--- src/rtl/mmio_uart_tx.sv ---
// ---------------------------------------------------------------------------
// mmio_uart_tx
//
// Memory-mapped UART transmitter that sits on the CPU data bus as a
// responder. Stores to TX_ADDR enqueue a byte into a small circular FIFO.
// A shifter drains the FIFO onto the serial line as 8N1 frames, LSB first.
// Reads of STAT_ADDR return the status byte. The read path has one cycle of
// registered latency, which matches the RAM.
//
// Status byte: bit0 full, bit1 empty, bit2 busy (FSM not IDLE), bit3 sticky
// overflow, bits7:4 zero. Writing any value to STAT_ADDR clears overflow.
//
// Ports:
//   clk    in   1   system clock, rising edge
//   rst_n  in   1   asynchronous active-low reset
//   addr   in  16   bus address, valid every cycle
//   we     in   1   write strobe for the current cycle
//   din    in   8   write data
//   dout   out  8   registered read data (status or 0x00)
//   sel    out  1   registered; previous-cycle addr hit TX_ADDR or STAT_ADDR
//   tx     out  1   serial line, idle high
// ---------------------------------------------------------------------------
module mmio_uart_tx #(
  parameter int CLKS_PER_BIT = 434,
  parameter int TX_ADDR      = 996,
  parameter int STAT_ADDR    = 997,
  parameter int FIFO_DEPTH   = 4
) (
  input  logic        clk,
  input  logic        rst_n,
  input  logic [15:0] addr,
  input  logic        we,
  input  logic [7:0]  din,
  output logic [7:0]  dout,
  output logic        sel,
  output logic        tx
);

  localparam int PTR_W  = $clog2(FIFO_DEPTH);
  localparam int CNT_W  = PTR_W + 1;
  localparam int BAUD_W = $clog2(CLKS_PER_BIT);

  localparam logic [BAUD_W-1:0] BAUD_LOAD = BAUD_W'(CLKS_PER_BIT - 1);
  localparam logic [CNT_W-1:0]  DEPTH_C   = CNT_W'(FIFO_DEPTH);
  localparam logic [15:0]       TX_A      = 16'(TX_ADDR);
  localparam logic [15:0]       STAT_A    = 16'(STAT_ADDR);

  typedef enum logic [1:0] {
    IDLE  = 2'd0,
    START = 2'd1,
    DATA  = 2'd2,
    STOP  = 2'd3
  } state_t;

  // Shifter state
  state_t              r_state;
  logic [BAUD_W-1:0]   r_baud;
  logic [2:0]          r_idx;
  logic [7:0]          r_sh;
  logic                r_tx;

  // FIFO state
  logic [7:0]          r_mem [FIFO_DEPTH];
  logic [PTR_W-1:0]    r_wptr;
  logic [PTR_W-1:0]    r_rptr;
  logic [CNT_W-1:0]    r_count;
  logic                r_ovf;

  // Read path
  logic [7:0]          r_dout;
  logic                r_sel;

  // Combinational
  logic                w_isTx;
  logic                w_isStat;
  logic                w_wrTx;
  logic                w_wrStat;
  logic                w_full;
  logic                w_empty;
  logic                w_pop;
  logic                w_push;
  logic                w_ovfSet;
  logic [7:0]          w_status;
  logic [7:0]          w_head;
  state_t              w_stateNext;
  logic [BAUD_W-1:0]   w_baudNext;
  logic [2:0]          w_idxNext;
  logic [7:0]          w_shNext;
  logic                w_txNext;

  // -------------------------------------------------------------------------
  // Bus decode and status
  // -------------------------------------------------------------------------
  assign w_isTx   = (addr == TX_A);
  assign w_isStat = (addr == STAT_A);
  assign w_wrTx   = we && w_isTx;
  assign w_wrStat = we && w_isStat;

  assign w_full   = (r_count == DEPTH_C);
  assign w_empty  = (r_count == '0);
  assign w_head   = r_mem[r_rptr];

  // A full FIFO still accepts a push when the shifter frees a slot in the
  // same cycle; the popped head is read before the write lands in its slot.
  assign w_push   = w_wrTx && (!w_full || w_pop);
  assign w_ovfSet = w_wrTx && !w_push;

  assign w_status = {4'b0000, r_ovf, (r_state != IDLE), w_empty, w_full};

  // -------------------------------------------------------------------------
  // Shifter next-state logic. Every state holds for CLKS_PER_BIT cycles via
  // the baud counter; STOP chains straight into START when data is waiting
  // so back-to-back frames have no idle gap.
  // -------------------------------------------------------------------------
  always_comb begin
    w_stateNext = r_state;
    w_baudNext  = r_baud;
    w_idxNext   = r_idx;
    w_shNext    = r_sh;
    w_pop       = 1'b0;

    case (r_state)
      IDLE: begin
        if (!w_empty) begin
          w_pop       = 1'b1;
          w_shNext    = w_head;
          w_baudNext  = BAUD_LOAD;
          w_stateNext = START;
        end
      end

      START: begin
        if (r_baud == '0) begin
          w_baudNext  = BAUD_LOAD;
          w_idxNext   = 3'd0;
          w_stateNext = DATA;
        end else begin
          w_baudNext  = r_baud - BAUD_W'(1);
        end
      end

      DATA: begin
        if (r_baud == '0) begin
          w_baudNext = BAUD_LOAD;
          w_shNext   = {1'b0, r_sh[7:1]};
          w_idxNext  = r_idx + 3'd1;
          if (r_idx == 3'd7) begin
            w_stateNext = STOP;
          end
        end else begin
          w_baudNext = r_baud - BAUD_W'(1);
        end
      end

      STOP: begin
        if (r_baud == '0) begin
          if (!w_empty) begin
            w_pop       = 1'b1;
            w_shNext    = w_head;
            w_baudNext  = BAUD_LOAD;
            w_stateNext = START;
          end else begin
            w_stateNext = IDLE;
          end
        end else begin
          w_baudNext = r_baud - BAUD_W'(1);
        end
      end

      default: begin
        w_stateNext = IDLE;
      end
    endcase
  end

  // The serial line is a register fed from the current state and sh, so it
  // trails the state by one cycle but never glitches.
  always_comb begin
    w_txNext = 1'b1;
    case (r_state)
      START:   w_txNext = 1'b0;
      DATA:    w_txNext = r_sh[0];
      default: w_txNext = 1'b1;
    endcase
  end

  // -------------------------------------------------------------------------
  // Shifter registers
  // -------------------------------------------------------------------------
  always_ff @(posedge clk or negedge rst_n) begin
    if (!rst_n) begin
      r_state <= IDLE;
      r_baud  <= '0;
      r_idx   <= 3'd0;
      r_sh    <= 8'h00;
      r_tx    <= 1'b1;
    end else begin
      r_state <= w_stateNext;
      r_baud  <= w_baudNext;
      r_idx   <= w_idxNext;
      r_sh    <= w_shNext;
      r_tx    <= w_txNext;
    end
  end

  // -------------------------------------------------------------------------
  // FIFO storage. Contents need no reset: the pointers and count define
  // which entries are valid.
  // -------------------------------------------------------------------------
  always_ff @(posedge clk) begin
    if (w_push) begin
      r_mem[r_wptr] <= din;
    end
  end

  // FIFO pointers, occupancy and sticky overflow. An overflow in the same
  // cycle as a clear wins.
  always_ff @(posedge clk or negedge rst_n) begin
    if (!rst_n) begin
      r_wptr  <= '0;
      r_rptr  <= '0;
      r_count <= '0;
      r_ovf   <= 1'b0;
    end else begin
      if (w_push) begin
        r_wptr <= r_wptr + PTR_W'(1);
      end
      if (w_pop) begin
        r_rptr <= r_rptr + PTR_W'(1);
      end
      case ({w_push, w_pop})
        2'b10:   r_count <= r_count + CNT_W'(1);
        2'b01:   r_count <= r_count - CNT_W'(1);
        default: r_count <= r_count;
      endcase
      if (w_ovfSet) begin
        r_ovf <= 1'b1;
      end else if (w_wrStat) begin
        r_ovf <= 1'b0;
      end
    end
  end

  // -------------------------------------------------------------------------
  // Registered read path: one cycle latency, no read side effects.
  // -------------------------------------------------------------------------
  always_ff @(posedge clk or negedge rst_n) begin
    if (!rst_n) begin
      r_dout <= 8'h00;
      r_sel  <= 1'b0;
    end else begin
      r_dout <= w_isStat ? w_status : 8'h00;
      r_sel  <= w_isTx || w_isStat;
    end
  end

  assign dout = r_dout;
  assign sel  = r_sel;
  assign tx   = r_tx;

endmodule

--- config.mk ---
export PLATFORM = sky130hd
export DESIGN_NAME = mmio_uart_tx
export DESIGN_NICKNAME = d
export VERILOG_FILES = /design/src/rtl/mmio_uart_tx.sv
export SDC_FILE = /design/constraint.sdc
export NUM_CORES = 1
export LEC_CHECK = 0
export CAP_MARGIN = 25
export CORE_ASPECT_RATIO = 0.75
export CORE_MARGIN = 10
export CORE_UTILIZATION = 40
export DETAILED_ROUTE_END_ITERATION = 10
export PLACE_DENSITY = 0.63
export SETUP_SLACK_MARGIN = 0.2
export SYNTH_ARGS = -nofsm -noshare
export SYNTH_HDL_FRONTEND = slang
export SYNTH_SLANG_ARGS = --single-unit
--- constraint.sdc ---
create_clock -name clk -period 2.03 [get_ports clk]
set_input_delay 0.203 -clock clk [delete_from_list [all_inputs] [get_ports clk]]
set_output_delay 0.203 -clock clk [all_outputs]
set_load 0.05 [all_outputs]
==> results.sh, run 1 <==
export IMPL_synth_compound_area_frac=0.113
export IMPL_hold_violations=0
export IMPL_crit_path_max_incr_delay_ps=420
export IMPL_setup_slack_ps=-145
export IMPL_core_sq_um=7880
export IMPL_fin_setup_tns_ps=-4560
export IMPL_multi_input_area_sq_um=1610
export IMPL_slew_violations=0
export IMPL_wl_per_cell_microns=15.5
export IMPL_cts_tree="built"
export IMPL_antenna_found_initial=0
export IMPL_synth_main_ff_cell="dfrtp_1"
export IMPL_via_count=2288
export IMPL_numPortBuffers=32
export IMPL_r2r_cells=7
export IMPL_cp_end_kind="flip-flop"
export IMPL_rsz0062_at_grt="true"
export IMPL_power_density_nw_per_um2=643
export IMPL_fp_row_count=28
export IMPL_place_hpwl_microns=4750
export IMPL_hp_class="in2async"
export IMPL_final_setup_viol_count=37
export IMPL_drtIter0Drc=37
export IMPL_synth_async_reset_ratio=0.529
export IMPL_finClkSkew_ps=11.6
export IMPL_synth_edff_count=32
export IMPL_timing_hold_ws_ps=484
export IMPL_critPathSlowestCell="fa_2"
export IMPL_synthCells=250
export IMPL_worstPathCellList="nor4_4 > a41oi_2 > nor3_2 > nand2_1 > inv_2 > fa_2 > a32o_1"
export IMPL_htree_levels=3
export IMPL_yosysWarnings=0
export IMPL_crit_buf_inv=1
export IMPL_avgSynthCellArea_sq_um=12.9
export IMPL_drive_above_1_share=0.457
export IMPL_fill_cells=616
export IMPL_cp_required_ps=2270
export IMPL_yosys_area_share_simple=0.115
export IMPL_grt_max_degree=37
export IMPL_root_buffer="clkbuf_8"
export IMPL_drc=0
export IMPL_diodes=0
export IMPL_grt_pass1_wl_microns=11500
export IMPL_ant_nets=0
export IMPL_start_util=0.410
export IMPL_ff2ff_setup_slack_ps=-140
export IMPL_yosysSeqAreaShare=0.577
export IMPL_synth_distinct_cells=54
export IMPL_ys_ff_latch=68
export IMPL_ir_drop_mv=0.447
export IMPL_cts_path_max_buffers=2
export IMPL_die_h_microns=97.8
export IMPL_period_share=1.07
export IMPL_worstPathMaxFanout=3
export IMPL_dieArea_sq_um=12100
export IMPL_layout_nets=386
export IMPL_path_clk_slew_ps=80
export IMPL_synth_area_sq_um=3230
export IMPL_max_freq_mhz=460
export IMPL_drv_cap=0
export IMPL_path_delay_family="simple AND/OR/NAND/NOR gates"
export IMPL_synth_fa_ha_area_frac=0.0565
export IMPL_final_seq_area_sq_um=1870
export IMPL_ios=37
export IMPL_cp_start_kind="flip-flop"
export IMPL_timing_rr_start="r_baud[4]"
export IMPL_grt_pass1_vias=2390
export IMPL_fin_crit_ps=2170
export IMPL_rr_endpoint="r_count[1]"
export IMPL_vias_per_cell=5.03
export IMPL_drt_wl_total_microns=7050
export IMPL_track_usage=0.117
export IMPL_synth_top_family_by_area="simple AND/OR/NAND/NOR gates"
export IMPL_worst_pin_slew_ps=833
export IMPL_crit_type="reg2reg"
export IMPL_status="finished, violations left"
export IMPL_cts_buffers=9
export IMPL_area_growth_pct=47.1
export IMPL_violations="setup timing"
export IMPL_clock_latency_ps=340
export IMPL_place_gp_congestion=0.794
export IMPL_gr_total_overflow=0
export IMPL_leakagePower_nw=1.86
export IMPL_synth_xor_area_frac=0.0190
export IMPL_maxSlewHeadroom=0.445
export IMPL_worst_endpoint_arrival_ps=2410
export IMPL_die_w_microns=124
export IMPL_muxShareOfSynthArea=0.0844
export IMPL_dr_pass1_iters=4
export IMPL_cts_sinks=68
[cell usage in the layout (no fill, tap or decap), drive strengths merged, types with 3 or more instances in the layout]
master and instances:
nand3 4, nor2 18, edfxtp 32, mux2i 7
clkbuf 9, ha 13, xnor2 4, dfrtp 35
o21ai 8, and2 5, a32o 3, o211ai 3
clkdlybuf4s50 30, mux4 8, nor4bb 3, xor2 3
conb 4, buf 64, nand2 16, nor3 6
inv 13, a21oi 16, or3 5
[power breakdown]
group | total (mW) | switching [mW] | internal (mW)
Sequential | 1.62 | 0.0926 | 1.53
Clock | 1.14 | 0.555 | 0.584
Combinational | 0.292 | 0.117 | 0.175
Total | 3.06 | 0.765 | 2.29
[per-stage QoR]
| stage | instance area [sq um] | setup slack [ps] | cells | total power, mW | util |
|---|---|---|---|---|---|
| floorplan | 3290 | -67.1 | 253 | 1.71 | - |
| global placement | 3990 | -300 | 419 | 1.81 | 0.507 |
| detailed placement | 3990 | -409 | 419 | 1.82 | 0.507 |
| CTS | 4540 | -109 | 451 | 3.07 | 0.577 |
| global route | 4750 | -202 | 455 | 3.18 | 0.603 |
| finish | 4750 | -145 | 455 | 3.06 | 0.603 |
[Yosys cell counts, types with 4 or more instances]
cell type,count,area share
and2_1,5,0.0097
clkbuf_1,8,0.0093
inv_1,10,0.012
dfrtp_1,35,0.27
mux4_2,8,0.056
edfxtp_1,32,0.30
o21ai_0,8,0.012
a21oi_1,15,0.023
buf_4,4,0.0093
nor2_1,18,0.021
ha_1,13,0.050
or3_1,4,0.0077
nor3_1,6,0.0093
xnor2_1,4,0.011
mux2i_1,7,0.022
nand2_1,16,0.019
nand3_1,4,0.0062
[worst max path at each step]
stage                     cells after the start  slack [ps]           to       from
after floorplan                               5         -70  r_mem[0][0]  r_baud[5]
after global placement                        9        -300   r_count[2]    addr[8]
after detailed placement                      9        -410   r_count[2]    addr[6]
after CTS                                     7        -110   r_count[1]  r_baud[7]
after global routing                          5        -200  r_mem[0][0]  r_baud[4]
final                                         7        -140   r_count[1]  r_baud[4]
[routing by layer]
| metal | routed length (microns) | GRT usage | vias up |
|---|---|---|---|
| li1 | - | - | 1115 |
| met1 | 3280 | 0.152 | 1122 |
| met4 | 70 | 0.0322 | 0 |
| met2 | 3400 | 0.184 | 43 |
| met5 | 0 | 0 | - |
| met3 | 294 | 0.0362 | 8 |
[layout make-up]
class	count	area share
timing repair buffer	96	0.190
multi-input combinational	160	0.338
clock inverter	7	0.0171
clock buffer	9	0.0261
sequential	68	0.393
inverter	10	0.00790
tap	105	0.0276
[cells by family after synthesis]
logic type,Yosys count
AND/OR/NAND/NOR,69
flip-flops,68
AO/OA/AOI/OAI,49
buffers and inverters,25
multiplexers,17
adder cells (fa/ha/maj),14
XOR/XNOR,7
other,1
[what timing repair did]
item,in CTS,in global routing
setup buffers,14,4
hold endpoints to repair,35,0
resized for setup,53,46
pin swaps,21,24
hold buffers,1,0
cloned,1,0
setup endpoints to repair,53,61
[registers in the layout (all words and copies together), names as in the netlist]
register  flops
dout          4
r_ovf         1
sel           1
tx            1
r_idx         3
r_wptr        2
r_baud        9
r_state       2
r_count       3
r_sh          8
r_mem        32
r_rptr        2
Power figures use the tool's default switching activity.
==> run 2: changes to the inputs <==
Settings changed: GPL_TIMING_DRIVEN from default to 0.
==> run 2 against run 1 <==
The flow still finishes with violations (setup timing). Clock-buffer cell count unchanged. Cell count decreased by 5.5%. Die area unchanged. Combinational power decreased by 25%. Critical path type unchanged. Fmax increased by 0.36%. Sequential share of layout area increased by 3.4 points. First-iteration DRC count increased to 2.6 times the previous value. Register-to-register slack about the same. Final area decreased by 7.9%.
==> results.sh, run 2 (same netlist as run 1, synthesis figures left out) <==
export IMPL_crit_type="reg2reg"
export IMPL_layout_nets=361
export IMPL_drtIter0Drc=98
export IMPL_diodes=0
export IMPL_place_hpwl_microns=4320
export IMPL_track_usage=0.112
export IMPL_power_density_nw_per_um2=674
export IMPL_finClkSkew_ps=8.76
export IMPL_critPathSlowestCell="dfrtp_2"
export IMPL_largest_reg_flops=32
export IMPL_die_w_microns=124
export IMPL_cts_sinks=68
export IMPL_rsz0062_at_grt="true"
export IMPL_fin_crit_ps=2170
export IMPL_setup_slack_ps=-137
export IMPL_maxSlewHeadroom=0.460
export IMPL_hold_violations=0
export IMPL_ir_drop_mv=0.445
export IMPL_die_h_microns=97.8
export IMPL_wl_per_cell_microns=15.6
export IMPL_slew_violations=0
export IMPL_fill_cells=642
export IMPL_worstPathCellList="nor4_4 > a41oi_4 > nor3_4 > nand2_2 > inv_2 > fa_2 > a32o_2"
export IMPL_finalNonFillerCells=430
export IMPL_period_share=1.07
export IMPL_top_regs="r_mem: 32 flops, r_baud: 9 flops, r_sh: 8 flops"
export IMPL_fp_row_count=28
export IMPL_largest_register="r_mem"
export IMPL_post_place_ws_ps=-701
export IMPL_place_inst=390
export IMPL_via_count=2196
export IMPL_path_delay_family="simple AND/OR/NAND/NOR gates"
export IMPL_crit_buf_inv=1
export IMPL_crit_path_max_incr_delay_ps=440
export IMPL_grt_pass1_wl_microns=11000
export IMPL_ff2ff_setup_slack_ps=-140
export IMPL_root_buffer="clkbuf_8"
export IMPL_violations="setup timing"
export IMPL_vias_per_cell=5.11
export IMPL_path_clk_slew_ps=80
export IMPL_gr_total_overflow=0
export IMPL_drive_above_1_share=0.332
export IMPL_worst_endpoint_arrival_ps=2400
export IMPL_dr_pass1_iters=4
export IMPL_cts_buffers=9
export IMPL_leakagePower_nw=1.72
export IMPL_cp_start_kind="flip-flop"
export IMPL_cts_path_max_buffers=2
export IMPL_final_setup_viol_count=35
export IMPL_start_util=0.410
export IMPL_layout_commonest_cell="dfrtp_1"
export IMPL_status="finished, violations left"
export IMPL_dieArea_sq_um=12100
export IMPL_ant_nets=0
export IMPL_drc=0
export IMPL_grt_max_degree=37
export IMPL_worst_pin_slew_ps=810
export IMPL_cp_end_kind="flip-flop"
export IMPL_cts_tree="built"
export IMPL_numPortBuffers=32
export IMPL_place_gp_congestion=0.789
export IMPL_area_growth_pct=35.5
export IMPL_cp_required_ps=2260
export IMPL_drv_cap=0
export IMPL_clock_latency_ps=340
export IMPL_worstPathMaxFanout=4
export IMPL_ios=37
export IMPL_layout_common_cells="33 x dfrtp_1, 32 x edfxtp_1, 26 x clkdlybuf4s50_1, 22 x buf_4, 15 x nor2_1"
export IMPL_hp_class="reg2reg"
export IMPL_grt_pass1_vias=2273
export IMPL_max_freq_mhz=462
export IMPL_core_sq_um=7880
export IMPL_drt_wl_total_microns=6700
export IMPL_htree_levels=3
export IMPL_antenna_found_initial=0
run 2: cell types whose count changed in the layout (fill, tap and decap cells not counted), moves of 6 or more:
cell / change
a21oi_2: -8
buf_4: -19
nor2_1: +6
a21oi_1: +8
buf_6: -14
nor2_4: -6
run 2: final cells by class:
class                   count  area [sq um]  share of cell area
repair buffers             56           510               0.117
well taps                 105           131              0.0300
inverters                  10          37.5             0.00857
flip-flops and latches     68          1870               0.426
plain buffers              15           129              0.0294
multi-input cells         160          1500               0.342
clock inverters             7          81.3              0.0186
clock buffers               9           124              0.0283
run 2: report_power, final:
part	leakage, nW	switching, mW	internal (mW)
Combinational	0.893	0.101	0.116
Clock	0.101	0.562	0.584
Sequential	0.729	0.0566	1.53
run 2: metrics by stage:
| step | cell area, sq um | TNS [ps] | hold slack (ps) | power [mW] | utilization |
|---|---|---|---|---|---|
| after floorplan | 3290 | -2280 | -92.6 | 1.71 | - |
| after global placement | 3740 | -18650 | 468 | 1.80 | 0.475 |
| after detailed placement | 3740 | -14140 | 349 | 1.81 | 0.474 |
| after CTS | 4220 | -2740 | 487 | 2.98 | 0.535 |
| after global routing | 4380 | -6810 | 496 | 3.08 | 0.555 |
| final | 4380 | -3510 | 477 | 2.95 | 0.555 |
run 2: timing repair:
action,CTS,global route
cloned,0,1
setup buffers,15,7
hold buffers,1,0
hold endpoints to repair,35,0
resized for setup,44,29
pin swaps,18,17
endpoints found under the setup margin,63,60
run 2: worst paths after layout:
path	end	from	depth (start not counted)
setup / recovery	r_count[1]	r_baud[5]	7
hold / removal	r_ovf	r_ovf	2
setup reg to reg	r_count[1]	r_baud[5]	7
hold reg to reg	r_ovf	r_ovf	2
max in group asynchronous	r_state[1]	rst_n	2
min in group asynchronous	r_baud[3]	rst_n	2
run 2: routing by layer:
layer	up-vias	track usage	wire length (microns)
li1	1065	-	-
met1	1074	0.143	3130
met2	50	0.174	3200
met3	7	0.0391	330
met4	0	0.0366	49
met5	-	0	0
run 2: tightest hold or removal path: stages, from the launching register on:
cell	delay (ps)
dfrtp_1	340
nand2_1	40
o21ai_0	60
